<file path="config.mk">
export PLATFORM = sky130hd
export DESIGN_NAME = glb_stream_reader
export DESIGN_NICKNAME = d
export VERILOG_FILES = /design/src/rtl/glb_stream_reader.sv
export SDC_FILE = /design/constraint.sdc
export NUM_CORES = 1
export LEC_CHECK = 0
export ABC_AREA = 1
export CORE_UTILIZATION = 50
export CTS_CLUSTER_SIZE = 24
export DETAILED_ROUTE_END_ITERATION = 8
export PLACE_DENSITY_LB_ADDON = 0.25
export SYNTH_ARGS = -nofsm -noshare
export SYNTH_HDL_FRONTEND = slang
export SYNTH_HIERARCHICAL = 1
export SYNTH_SLANG_ARGS = --single-unit
</file>
<file path="constraint.sdc">
create_clock -name clk -period 2.5 [get_ports clk]
set_clock_uncertainty 0.05 [all_clocks]
set_input_delay 0.375 -clock clk [delete_from_list [all_inputs] [get_ports clk]]
set_output_delay 0.375 -clock clk [all_outputs]
set_load 0.1 [all_outputs]
</file>
<file path="src/rtl/glb_stream_reader.sv">
// GLB read initiator: walks a byte range through the 1-cycle GLB read port and streams words out.
// Latency: start -> first read next cycle -> m_valid two cycles later; one beat/cycle when m_ready=1.
// Backpressure: credit (inflight + FIFO occupancy) stalls reads so returning data always has a slot.

module sync_fifo #(
  parameter int WIDTH = 8,
  parameter int DEPTH = 4,
  localparam int PW = (DEPTH > 1) ? $clog2(DEPTH) : 1,
  localparam int CW = $clog2(DEPTH + 1)
) (
  input  logic             clk,
  input  logic             rst_n,
  input  logic             wr_vld,
  input  logic [WIDTH-1:0] wr_dat,
  output logic             rd_vld,
  input  logic             rd_rdy,
  output logic [WIDTH-1:0] rd_dat,
  output logic [CW-1:0]    count
);

  logic [WIDTH-1:0] mem [DEPTH];
  logic [PW-1:0]    wr_ptr, rd_ptr;
  logic             push, pop;

  function automatic logic [PW-1:0] ptr_next(input logic [PW-1:0] p);
    return (p == PW'(DEPTH - 1)) ? '0 : p + PW'(1);
  endfunction

  assign rd_vld = (count != '0);
  assign rd_dat = mem[rd_ptr];
  assign push   = wr_vld && (count != CW'(DEPTH));
  assign pop    = rd_vld && rd_rdy;

  always_ff @(posedge clk or negedge rst_n) begin
    if (!rst_n) begin
      for (int i = 0; i < DEPTH; i++) mem[i] <= '0;
      wr_ptr <= '0;
      rd_ptr <= '0;
      count  <= '0;
    end else begin
      if (push) begin
        mem[wr_ptr] <= wr_dat;
        wr_ptr      <= ptr_next(wr_ptr);
      end
      if (pop) rd_ptr <= ptr_next(rd_ptr);
      case ({push, pop})
        2'b10:   count <= count + CW'(1);
        2'b01:   count <= count - CW'(1);
        default: count <= count;
      endcase
    end
  end

endmodule

module glb_stream_reader #(
  parameter int DATA_WIDTH = 8,
  parameter int ADDR_WIDTH = 32,
  parameter int LEN_WIDTH  = 16,
  parameter int FIFO_DEPTH = 4
) (
  input  logic                    clk,
  input  logic                    rst_n,
  input  logic                    start,
  input  logic [ADDR_WIDTH-1:0]   base_addr,
  input  logic [LEN_WIDTH-1:0]    byte_len,
  output logic                    busy,
  output logic                    done,
  output logic [3:0]              glb_re,
  output logic [ADDR_WIDTH-1:0]   glb_r_addr,
  input  logic [DATA_WIDTH*4-1:0] glb_dout,
  output logic                    m_valid,
  input  logic                    m_ready,
  output logic [DATA_WIDTH*4-1:0] m_data,
  output logic [3:0]              m_keep,
  output logic                    m_last
);

  localparam int DW    = DATA_WIDTH * 4;
  localparam int CNT_W = $clog2(FIFO_DEPTH + 1);
  localparam int FW    = DW + 5;

  typedef enum logic [1:0] {IDLE, RUN, DRAIN} state_t;

  state_t                state;
  logic [ADDR_WIDTH-1:0] addr, last_addr;
  logic [LEN_WIDTH-1:0]  remaining, step;
  logic [3:0]            re_mask, tag_keep;
  logic                  inflight, tag_last;
  logic                  issue, issue_last, credit_ok, pop;
  logic [CNT_W-1:0]      occupancy;
  logic                  fifo_rd_vld;
  logic [FW-1:0]         fifo_rd_dat;

  always_comb begin
    re_mask = 4'b1111;
    step    = LEN_WIDTH'(4);
    if (remaining < LEN_WIDTH'(4)) begin
      step = remaining;
      case (remaining[1:0])
        2'd1:    re_mask = 4'b0001;
        2'd2:    re_mask = 4'b0011;
        2'd3:    re_mask = 4'b0111;
        default: re_mask = 4'b0000;
      endcase
    end
  end

  // Occupancy is sampled before this cycle's pop, so a same-cycle pop frees nothing yet.
  assign credit_ok  = ({1'b0, occupancy} + (CNT_W + 1)'(inflight)) < (CNT_W + 1)'(FIFO_DEPTH);
  assign issue      = (state == RUN) && credit_ok;
  assign issue_last = (remaining <= LEN_WIDTH'(4));
  assign glb_re     = issue ? re_mask : 4'b0000;
  assign glb_r_addr = issue ? addr : last_addr;
  assign busy       = (state != IDLE);
  assign pop        = fifo_rd_vld && m_ready;

  always_ff @(posedge clk or negedge rst_n) begin
    if (!rst_n) begin
      state     <= IDLE;
      addr      <= '0;
      last_addr <= '0;
      remaining <= '0;
      inflight  <= 1'b0;
      tag_keep  <= 4'b0000;
      tag_last  <= 1'b0;
      done      <= 1'b0;
    end else begin
      done     <= 1'b0;
      inflight <= issue;
      if (issue) begin
        tag_keep  <= re_mask;
        tag_last  <= issue_last;
        last_addr <= addr;
        addr      <= addr + ADDR_WIDTH'(4);
        remaining <= remaining - step;
      end
      case (state)
        IDLE: begin
          if (start) begin
            if (byte_len != '0) begin
              state     <= RUN;
              addr      <= base_addr;
              remaining <= byte_len;
            end else begin
              done <= 1'b1;
            end
          end
        end
        RUN: begin
          if (issue && issue_last) state <= DRAIN;
        end
        DRAIN: begin
          if (pop && m_last) begin
            state <= IDLE;
            done  <= 1'b1;
          end
        end
        default: state <= IDLE;
      endcase
    end
  end

  sync_fifo #(.WIDTH(FW), .DEPTH(FIFO_DEPTH)) u_ret_fifo (
    .clk    (clk),
    .rst_n  (rst_n),
    .wr_vld (inflight),
    .wr_dat ({glb_dout, tag_keep, tag_last}),
    .rd_vld (fifo_rd_vld),
    .rd_rdy (m_ready),
    .rd_dat (fifo_rd_dat),
    .count  (occupancy)
  );

  assign m_valid = fifo_rd_vld;
  assign {m_data, m_keep, m_last} = fifo_rd_dat;

endmodule

</file>
==> out/qor.txt <==
Gp weighted congestion = 0.891
Max Cap Violations = 0
Vias in the first global route = 11,400
Synth async-reset ratio = 1.00
Avg Synthesized Cell Area = 7.83 um^2
Post-DP HPWL = 21,700 um
Wirelength, routed = 36,100 um
Slew @ Worst Pin = 721 ps
Detail Route Antenna Nets = 0
Synth top area cells = dfrtp_1, nand2_1, nand4_1
Final setup fails = 0
Finished Cell Area = 17,000 um^2
Clk slew on worst S/H paths = 60 ps
Post-placement cell area = 15,500 um^2
Io pins = 160
Startpoint Class = register
Num rows = 58
RSZ-0062 raised after global routing = true
Global route overflow = 0
Req. time, crit path = 2080 ps
Fin crit share = 0.997
Total GRT Usage = 0.265
Yosys cell types = 42
Final hold violation count = 0
# DRC = 0
Synth Register Bits = 244
Slew Viols, Final = 0
First-pass GRT wire length = 57,100 um
Area leader, netlist = dfrtp_1
CTS tree = built
Share of the synthesized area in the top cell type = 0.473
Mapped Area = 12,900 um^2
Crit path DAT = 2070 ps
Port-buffer cells = 159
Run status = complete, no violations
Nets = 1,869
Initial antenna violation count = 1
Clock Path Buffers = 3
Clk_lat worst skew = 540 ps
Flop2flop setup slack = 200 ps
Crit Path Class = reg -> out
Layout cell share with drive strength beyond 1 = 0.154
Worst rel slew slack = 0.519
Root buffer cell = clkbuf_16
Syn nets = 1,743
RR Startpoint = inflight
Synthesis Warnings = 6
Synth Instances = 1,650
Starting DRT DRC Count = 1,044
Area Overhead vs Synth = 31.9%
Reg-to-reg endpoint = u_ret_fifo/count[1]
Largest net degree at the start of global routing = 155
Core Area = 25,300 um^2
HP Class = in -> async
Wirelength per Cell = 17.0 um
Fin crit period = 2490 ps
Max Freq = 0.401 GHz
Diodes inserted = 0
CTS sink count = 244
Top_reg_cell synth = dfrtp_1
Worst hold slack = 338 ps
Pre-antenna DRT Iters = 5
Die Ht = 163 um
Starting Density = 0.512
Seq/Total Area, Yosys = 0.473
Crit path max fanout = 7
CTS buffer count = 26
Reg2Reg Depth = 7
Crit end category = output port
Routed vias/inst = 5.64
Vias = 12,000
H-tree levels = 1
Width of the die = 163 um
Die area = 26,500 um^2
Number of synthesized flops with an enable pin = 0
[synth_stat cells, drive strengths merged, types with 4 or more instances]
| library cell | instances |
|---|---|
| nand4 | 165 |
| a21oi | 55 |
| a31oi | 10 |
| xor2 | 24 |
| buf | 90 |
| xnor2 | 4 |
| ha | 8 |
| inv | 154 |
| nor3 | 14 |
| nand2 | 590 |
| o211ai | 49 |
| dfrtp | 244 |
| nand3 | 36 |
| nor2 | 78 |
| or2 | 9 |
| clkbuf | 21 |
| o21ai | 86 |
[metal layers]
layer / up-vias / global-route usage / part of all wire
met1: 5724 / 0.366 / 0.42
li1: 5680 / - / -
met5: - / 0 / 0.00030
met2: 504 / 0.432 / 0.48
met3: 75 / 0.0420 / 0.075
met4: 2 / 0.0718 / 0.025
[sequential cells by signal (all words and copies together) (netlist names)]
register,count
addr,32
done,1
inflight,1
last_addr,32
remaining,16
state,2
tag_keep,4
tag_last,1
u_ret_fifo/count,3
u_ret_fifo/mem,148
u_ret_fifo/rd_ptr,2
u_ret_fifo/wr_ptr,2
[logic make-up after synthesis]
logic type / synth area share
AND/OR/NAND/NOR: 0.313
buffers and inverters: 0.0934
flip-flops: 0.473
AO/OA/AOI/OAI: 0.0924
XOR/XNOR: 0.0190
adder cells (fa/ha/maj): 0.00930
other: 0.000290
[stage by stage]
stage	utilization	worst slack (ps)	setup TNS [ps]	cells
2_1_floorplan	-	-480	-10940	1650
3_3_place_gp	0.613	320	0	2061
3_5_place_dp	0.613	223	0	2061
4_1_cts	0.655	-19.1	-86.7	2116
5_1_grt	0.674	-51.3	-597	2126
6_report	0.674	8.42	0	2126
[worst max-delay path, stage by stage (launching register included)]
cell and delay, ps:
dfrtp_4 490, a31oi_4 200, nand3_4 100, buf_12 170, clkinv_8 80, buf_8 120, nand2_1 80, nand2_2 110
buf_12 180
[what timing repair did]
item,4_1_cts,5_1_grt
endpoints found under the setup margin,53,50
pin swaps,1,10
gates resized for setup,28,73
buffers inserted,6,5
hold buffers,1,0
endpoints found under the hold margin,62,0
cloned,0,5
[layout by cell type, fill, tap and decap left out, types with 3 or more instances in the layout]
master / n
nand2_4: 12
or2_2: 9
a31oi_1: 9
nor2_1: 70
clkbuf_8: 7
xnor2_1: 4
clkbuf_16: 31
nand2_1: 543
dfrtp_1: 237
inv_1: 150
a21oi_1: 54
nand3_4: 5
clkdlybuf4s50_1: 82
inv_2: 3
buf_12: 85
o21ai_0: 61
xor2_1: 24
ha_1: 8
clkbuf_1: 7
clkinv_2: 4
o211ai_1: 49
nand3_1: 30
dfrtp_2: 5
nor2_4: 3
nand4_1: 165
buf_4: 30
nor2_2: 4
nor3_1: 12
nand2_2: 34
o21ai_4: 24
[cell type report]
class / instances / area [um^2]
clock buffer: 40 / 773
clock inverter: 8 / 104
fill: 2008 / 8220
inverter: 154 / 591
multi-input combinational: 1141 / 6050
sequential: 244 / 6120
tap: 330 / 413
timing repair buffer: 209 / 2990
[how the worst max path moves through the flow]
stage                                    from             end
after floorplan           u_ret_fifo/count[2]  glb_r_addr[31]
after global placement            byte_len[8]         addr[9]
after detailed placement         byte_len[10]         addr[9]
after CTS                            inflight  glb_r_addr[17]
after global routing                 inflight  glb_r_addr[21]
final                                inflight  glb_r_addr[21]
Power is left out: the tool's default activity adds up to more than one toggle a clock period on the data nets, which glitch-free logic cannot reach.
